### config.mk
export PLATFORM = sky130hd
export DESIGN_NAME = uart_rom_loader
export DESIGN_NICKNAME = d
export VERILOG_FILES = /design/src/rtl/uart_rom_loader.sv
export SDC_FILE = /design/constraint.sdc
export NUM_CORES = 1
export LEC_CHECK = 0
export BUFFER_PORTS_ARGS = -buffer_cell sky130_fd_sc_hd__buf_2
export CELL_PAD_IN_SITES_DETAIL_PLACEMENT = 1
export CELL_PAD_IN_SITES_GLOBAL_PLACEMENT = 2
export CORE_MARGIN = 3
export CORE_UTILIZATION = 42
export DETAILED_ROUTE_END_ITERATION = 6
export PLACE_DENSITY_LB_ADDON = 0.1
export REMOVE_ABC_BUFFERS = 1
export SLEW_MARGIN = 20
export SYNTH_ARGS = -nofsm -noshare
export SYNTH_HDL_FRONTEND = slang
export SYNTH_SLANG_ARGS = --single-unit
### constraint.sdc
create_clock -name clk -period 7 [get_ports clk]
set_input_delay 0.35 -clock clk [delete_from_list [all_inputs] [get_ports clk]]
set_output_delay 0.35 -clock clk [all_outputs]
set_load 0.02 [all_outputs]
### src/rtl/uart_rom_loader.sv
// UART program loader: receives a framed image (0xA5, LEN16, payload[, CSUM]) and writes it into the
// instruction ROM as little-endian 64-bit words. Define LOADER_CHECKSUM_EN to expect a trailing checksum byte.
module uart_rom_loader #(
    parameter int CLKS_PER_BIT = 434,
    parameter int ROM_AW       = 14
) (
    input  logic              clk,
    input  logic              rst_n,
    input  logic              uart_debug_pin,
    input  logic              uart_rx_pin,
    output logic              rom_we_o,
    output logic [ROM_AW-1:0] rom_waddr_o,
    output logic [63:0]       rom_wdata_o,
    output logic              cpu_hold_o,
    output logic              done_o,
    output logic              err_o
);
    localparam int          BW      = $clog2(CLKS_PER_BIT);
    localparam int          CW      = ROM_AW + 4;
    localparam logic [31:0] MAX_LEN = 32'(8 * (2 ** ROM_AW));

    typedef enum logic [1:0] {RX_IDLE, RX_START, RX_DATA, RX_STOP} rx_state_t;
    typedef enum logic [2:0] {
        LD_IDLE, LD_HDR, LD_LEN0, LD_LEN1, LD_DATA,
`ifdef LOADER_CHECKSUM_EN
        LD_CSUM,
`endif
        LD_DONE, LD_ERR
    } ld_state_t;

`ifdef LOADER_CHECKSUM_EN
    localparam ld_state_t AFTER_DATA = LD_CSUM;
`else
    localparam ld_state_t AFTER_DATA = LD_DONE;
`endif

    logic [1:0] en_ff, rx_ff;
    logic       en, rx, rx_d;

    // rx synchroniser resets high so reset release never looks like a start bit
    always_ff @(posedge clk or negedge rst_n) begin
        if (!rst_n) begin
            en_ff <= 2'b00;
            rx_ff <= 2'b11;
            rx_d  <= 1'b1;
        end else begin
            en_ff <= {en_ff[0], uart_debug_pin};
            rx_ff <= {rx_ff[0], uart_rx_pin};
            rx_d  <= rx;
        end
    end
    assign en = en_ff[1];
    assign rx = rx_ff[1];

    rx_state_t       rx_st, rx_nxt;
    logic [BW-1:0]   cnt;
    logic [2:0]      bit_cnt;
    logic [7:0]      shreg;
    logic            sample, byte_valid, frame_err;

    always_comb begin
        rx_nxt     = rx_st;
        byte_valid = 1'b0;
        frame_err  = 1'b0;
        sample     = (rx_st == RX_START) ? (cnt == BW'(CLKS_PER_BIT / 2 - 1))
                                         : (cnt == BW'(CLKS_PER_BIT - 1));
        case (rx_st)
            RX_IDLE:  if (rx_d && !rx) rx_nxt = RX_START;
            RX_START: if (sample) rx_nxt = rx ? RX_IDLE : RX_DATA;
            RX_DATA:  if (sample && bit_cnt == 3'd7) rx_nxt = RX_STOP;
            RX_STOP:  if (sample) begin
                rx_nxt     = RX_IDLE;
                byte_valid = rx;
                frame_err  = !rx;
            end
            default:  rx_nxt = RX_IDLE;
        endcase
    end

    always_ff @(posedge clk or negedge rst_n) begin
        if (!rst_n) begin
            rx_st   <= RX_IDLE;
            cnt     <= '0;
            bit_cnt <= '0;
            shreg   <= '0;
        end else begin
            rx_st <= rx_nxt;
            if (rx_st == RX_IDLE || rx_nxt != rx_st || sample) cnt <= '0;
            else                                               cnt <= cnt + 1'b1;
            if (rx_st == RX_START) bit_cnt <= '0;
            if (rx_st == RX_DATA && sample) begin
                shreg   <= {rx, shreg[7:1]};
                bit_cnt <= bit_cnt + 3'd1;
            end
        end
    end

    ld_state_t         st, st_nxt;
    logic [7:0]        len_lo;
    logic [15:0]       len_full;
    logic [CW-1:0]     rem;
    logic [ROM_AW+2:0] k;
    logic [7:0][7:0]   wbuf, word_in;
    logic              take_data, last;
`ifdef LOADER_CHECKSUM_EN
    logic [7:0]        csum;
`endif

    assign len_full = {shreg, len_lo};
    assign last     = (rem == CW'(1));

    always_comb begin
        word_in          = wbuf;
        word_in[k[2:0]]  = shreg;
    end

    always_comb begin
        st_nxt    = st;
        take_data = 1'b0;
        if (!en) begin
            st_nxt = LD_IDLE;
        end else begin
            case (st)
                LD_IDLE: st_nxt = LD_HDR;
                LD_HDR:  if (byte_valid && shreg == 8'hA5) st_nxt = LD_LEN0;
                LD_LEN0: if (byte_valid) st_nxt = LD_LEN1;
                LD_LEN1: if (byte_valid) begin
                    if ({16'd0, len_full} > MAX_LEN) st_nxt = LD_ERR;
                    else if (len_full == 16'd0)       st_nxt = AFTER_DATA;
                    else                              st_nxt = LD_DATA;
                end
                LD_DATA: if (byte_valid) begin
                    take_data = 1'b1;
                    if (last) st_nxt = AFTER_DATA;
                end
`ifdef LOADER_CHECKSUM_EN
                LD_CSUM: if (byte_valid) st_nxt = (shreg == csum) ? LD_DONE : LD_ERR;
`endif
                default: ;
            endcase
            if (frame_err && st != LD_IDLE && st != LD_DONE && st != LD_ERR) st_nxt = LD_ERR;
        end
    end

    always_ff @(posedge clk or negedge rst_n) begin
        if (!rst_n) begin
            st          <= LD_IDLE;
            len_lo      <= '0;
            rem         <= '0;
            k           <= '0;
            wbuf        <= '0;
            rom_we_o    <= 1'b0;
            rom_waddr_o <= '0;
            rom_wdata_o <= '0;
`ifdef LOADER_CHECKSUM_EN
            csum        <= '0;
`endif
        end else begin
            st       <= st_nxt;
            rom_we_o <= 1'b0;
            if (st == LD_IDLE) begin
                len_lo <= '0;
                rem    <= '0;
                k      <= '0;
                wbuf   <= '0;
`ifdef LOADER_CHECKSUM_EN
                csum   <= '0;
`endif
            end else if (en && byte_valid) begin
`ifdef LOADER_CHECKSUM_EN
                if (st == LD_LEN0 || st == LD_LEN1 || st == LD_DATA) csum <= csum + shreg;
`endif
                if (st == LD_LEN0) len_lo <= shreg;
                if (st == LD_LEN1) rem    <= CW'(len_full);
            end
            // a word goes out when lane 7 fills or the payload ends; the buffer restarts zeroed
            if (take_data) begin
                k   <= k + 1'b1;
                rem <= rem - 1'b1;
                if (k[2:0] == 3'd7 || last) begin
                    rom_we_o    <= 1'b1;
                    rom_wdata_o <= word_in;
                    rom_waddr_o <= k[ROM_AW+2:3];
                    wbuf        <= '0;
                end else begin
                    wbuf <= word_in;
                end
            end
        end
    end

    assign done_o     = en & (st == LD_DONE);
    assign err_o      = en & (st == LD_ERR);
    assign cpu_hold_o = en & (st != LD_DONE);
endmodule
# Word level (Yosys, flattened, before mapping)
# Index checks and enable logic that the tools add are counted.
[totals] register_bits=216 latch_bits=0 ramBits=0 romBits=0 input_bits=4 out_inout_bits=82 wordCells=125 mem_count=0
[classes] addsub=4 multipliers=0 n_div=0 magnitude_cmp=2 n_eq_ne=24 shifts=0 mux=43 n_bitwise=3 n_reduce_logical=27
[ops] op="2-to-1 mux 64 bit" count=3
[ops] op="2-to-1 mux 18 bit" count=4
[ops] op="bitwise mux 64 bit" count=1
[ops] op="2-to-1 mux 17 bit" count=2
[ops] op="2-to-1 mux 8 bit" count=4
[ops] op="2-to-1 mux 3 bit" count=9
[ops] op="demux 8 bit (select 3 bit)" count=1
[ops] op="!= test 4 bit (second input constant)" count=5
[ops] op="== test 18 x 1 -> 1 bit (second input constant)" count=1
[ops] op="subtractor 18 x 1 -> 18 bit (second input constant)" count=1
[ops] op="adder 17 x 1 -> 17 bit (second input constant)" count=1
[ops] op="logical NOT 16 bit" count=1
[ops] op="== test 3 bit (second input constant)" count=5
[ops] op="case mux 3 bit (5 select lines)" count=1
[ops] op="2-to-1 mux 1 bit" count=11
[ops] op="2-to-1 mux 2 bit" count=5
[ops] op="adder 9 x 1 -> 9 bit (second input constant)" count=1
[ops] op="== test 9 x 8 -> 1 bit (second input constant)" count=1
[ops] op="== test 9 bit (second input constant)" count=1
[ops] op="logical AND 1 bit" count=9
[ops] op="2-to-1 mux 9 bit" count=1
[ops] op="nonzero test 3 bit" count=3
[ops] op="== test 8 bit (second input constant)" count=1
[ops] op="case mux 2 bit (4 select lines)" count=1
[ops] op="18 further kinds" count=30

# Longest topological paths before layout
[depth] ltp_word=9 depth_mapped=10

# Worst setup path before layout
# Ideal clock, no wire load.
[synth_timing] kind="register -> register" start="reg rx_st[1]" end="reg rom_wdata_o[32]" arrival_ns=2.275 required_ns=6.865 slack_ns=4.590 stages_incl_launch_ff=11 cell_sequence="dfrtp_1 > nand2b_1 > or4_1 > buf_2 > a211oi_2 > nand2b_1 > buf_2 > buf_2 > buf_2 > nand2_1 > o21ai_0"
[synth_between] elab_chain_len=8
[synth_rtl] element="from (decl)" line="55" text="rx_state_t rx_st, rx_nxt;"
[synth_rtl] element="from (signal assigned)" line="87" text="rx_st <= rx_nxt;"
[synth_rtl] element="== test 2 x 1 -> 1 bit" line="65" text="sample = (rx_st == RX_START) ? (cnt == BW'(CLKS_PER_BIT / 2 - 1))"
[synth_rtl] element="2-to-1 mux 1 bit" line="65"
[synth_rtl] element="2-to-1 mux 1 bit" line="71" text="RX_STOP: if (sample) begin"
[synth_rtl] element="2-to-1 mux 1 bit *" line="67" text="case (rx_st)"
[synth_rtl] element="2-to-1 mux 1 bit *" line="132" text="LD_DATA: if (byte_valid) begin"
[synth_rtl] element="2-to-1 mux 1 bit *" line="123" text="case (st)"
[synth_rtl] element="2-to-1 mux 1 bit *" line="120" text="if (!en) begin"
[synth_rtl] element="AND reduction 2 bit (no line) *"
[synth_rtl] element="to (signal assigned)" line="182" text="rom_wdata_o <= word_in;"
[synth_rtl] element="to (decl)" line="13" text="output logic [63:0] rom_wdata_o,"
# Every way passes the cells marked *; elsewhere a longest branch is shown, timed or not.
# A chain may end at the register's enable or synchronous reset.

# Worst setup path after layout
[layout_timing] start="reg rx_st[0]" end="reg rom_wdata_o[7]"
# The elaborated chain is that of the path after synthesis.

==> qor.yml <==
status: "completed"
synth_edf_count: 0
end_kind: "register"
rr_worst_depth: 7
dieWidth_um: 159
p_clk_frac: 0.461
io_pins: 86
worst-path-stages: 7
synth_top_area_share: 0.539
min_path_cells: 0
critical_path.cell_chain: "nand2b_1 -> or4_1 -> a211oi_2 -> nand2b_4 -> buf_6 -> nand2_1 -> o21ai_0"
cpPeakStageDelay_ns: 0.75
max-vdd-ir-drop_mv: 0.176
path_buf_inv: 1
setup_tns_ns: 0
dp_slack_ns: 3.44
fin_crit_ns: 3.44
synth-seq-area-share: 0.547
p_sw_uw: 682
antenna_left: 0
crit_family: "simple AND/OR/NAND/NOR gates"
max_slew_margin: 0.247
p_sw_frac: 0.242
dpl.hpwl_um: 16800
rows: 55
clockBufferDepth: 3
synth_top_area_cell: "dfrtp_1"
yosysWarnings: 0
drtIter0Drc: 415
grt_antenna_before_repair: 0
grt_overflow: 0
num_vias: 7462
layout-drive-gt1-share: 0.175
cts_tree: "done"
p_seq_frac: 0.468
power_density_nw_per_um2: 245
cap_violations: 0
die_y_um: 159
crit_required_ns: 7.35
synth_area_um2: 9900
place_congestion: 0.808
initial_core_util: 0.432
die-area_um2: 25400
cts-root-buf: "clkbuf_16"
netlist_top_cells_area: "dfrtp_1 (54%), mux2i_1 (6.8%), a22o_1 (5.7%), nand2_1 (5.5%), o21ai_0 (3.9%)"
power.internal_uw: 2130
route.detailed.wl_per_inst_um: 19.9
hold_class: "reg2reg"
drc: 0
p_leak_uw: 0.00543
tightest_slew_ns: 1.12
portBuffers: 85
finalCritPeriodShare: 0.491
synth_cell_types: 66
numCtsBuffers: 24
grt_use_total: 0.213
max_freq_mhz: 291
p_comb_frac: 0.072
syn2layout_area_growth_pct: 15.8
fin_skew_ns: 0.00972
routed_wl_um: 26700
clock-sinks: 216
grt_pass1_wl_um: 44500
cts_setup_buffers: 0
diodes: 0
h-tree-depth: 1
cp_max_fo: 122
synth_seq_cells: 216
drt_pass1_iterations: 4
async_flop_share: 1.00
final_nets: 1022
path_clk_slew_ns: 0.06
yosysMostFrequentCell: "dfrtp_1"
start_kind: "register"
slew_violations: 0
finalHoldViolCount: 0
finalSetupViolCount: 0
grt_pass1_vias: 7878
critPathSlowestCell: "or4_1"
setup.worst_path.class: "reg2reg"
crit_arrival_ns: 3.78
core_area_um2: 22900
fin_ws_ns: 3.56
syn_area_per_cell_um2: 10.4
ys.flop_type: "dfrtp_1"
viasPerCell: 5.56
insertion_delay_ns: 0.51
grt_max_degree: 123
rsz0062_at_grt: "false"
syn_inst: 948
ys_top_cells_by_count: "dfrtp_1 (213), nand2_1 (144), o21ai_0 (78), mux2i_1 (67), a22o_1 (64)"
==> placed cells by master, fill, tap and decap left out, types with 16 or more instances in the layout <==
cell type  instances
a21oi_1           36
a22o_1            64
and3_1            19
buf_2             84
clkbuf_16         25
dfrtp_1          213
mux2i_1           67
nand2_1          144
nand3_1           29
nor2_1            43
nor3_1            16
o21ai_0           78
o21ai_1           28
==> worst register-to-register path, delay by kind of cell, from the launching register on <==
family | cells | cell delay, ns
and+or+nand+nor | 4 | 1.48
DFF | 1 | 0.59
buffers and inverters | 1 | 0.39
AOI/OAI and AO/OA | 2 | 0.81
==> cells by family after synthesis <==
group | count (synthesis) | synth area share
xor+xnor | 9 | 0.00797
flops | 216 | 0.547
fa+ha+maj | 7 | 0.00885
buf+inv | 76 | 0.0320
simple gates | 310 | 0.149
compound gates | 254 | 0.178
mux | 76 | 0.0780
==> flip-flops by register name (all words and copies together) (netlist names), 8 cells and up <==
register	count
k	17
rem	18
len_lo	8
rom_waddr_o	14
rom_wdata_o	64
shreg	8
wbuf	64
cnt	9
==> power by group through the flow <==
stage	registers, uW	logic (uW)	clock network, uW
after floorplan	1330	130	0
after global placement	1340	201	0
after detailed placement	1340	203	0
after CTS	1310	206	1320
after global routing	1320	230	1380
final	1320	202	1300
==> through the flow <==
step	instance area (um2)	utilization	total power (uW)	hold WS, ns	instances
after floorplan	9620	-	1460	0.0544	882
after global placement	10600	0.462	1540	0.335	1295
after detailed placement	10600	0.462	1540	0.336	1295
after CTS	11400	0.499	2840	0.350	1342
after global routing	11500	0.500	2930	0.363	1342
final	11500	0.500	2810	0.348	1342
==> timing repair <==
action / 4_1_cts / 5_1_grt
resized for setup: 0 / 0
hold endpoints to repair: 78 / 0
hold buffers: 3 / 0
==> layout make-up <==
type,count,area [um2]
flip-flops and latches,216,5410
fillers,2557,11500
inverters,10,37.5
well taps,313,392
clock inverters,5,50.0
clock buffers,39,778
multi-input cells,656,4210
repair buffers,103,586
==> worst paths after layout <==
kind,to,from,slack [ns]
worst max-delay path,rom_wdata_o[7]$_DFFE_PN0P_,rx_st[0]$_DFF_PN0_,3.56
worst min-delay path,en_ff[1]$_DFF_PN0_,en_ff[0]$_DFF_PN0_,0.35
worst max register to register,rom_wdata_o[7]$_DFFE_PN0P_,rx_st[0]$_DFF_PN0_,3.56
worst min register to register,en_ff[1]$_DFF_PN0_,en_ff[0]$_DFF_PN0_,0.35
max in group asynchronous,cnt[3]$_DFF_PN0_,rst_n,5.34
min in group asynchronous,rom_wdata_o[27]$_DFFE_PN0P_,rst_n,0.39
==> per-layer routing <==
| layer | track usage | part of all wire | routed length [um] | vias to the layer above |
|---|---|---|---|---|
| met5 | 0 | 0 | 0 | - |
| met4 | 0.0426 | 0.020 | 526 | 0 |
| met2 | 0.362 | 0.49 | 13000 | 125 |
| met3 | 0.0237 | 0.031 | 824 | 30 |
| li1 | - | - | - | 3529 |
| met1 | 0.297 | 0.46 | 12400 | 3778 |
(Power assumes the default switching activity.)
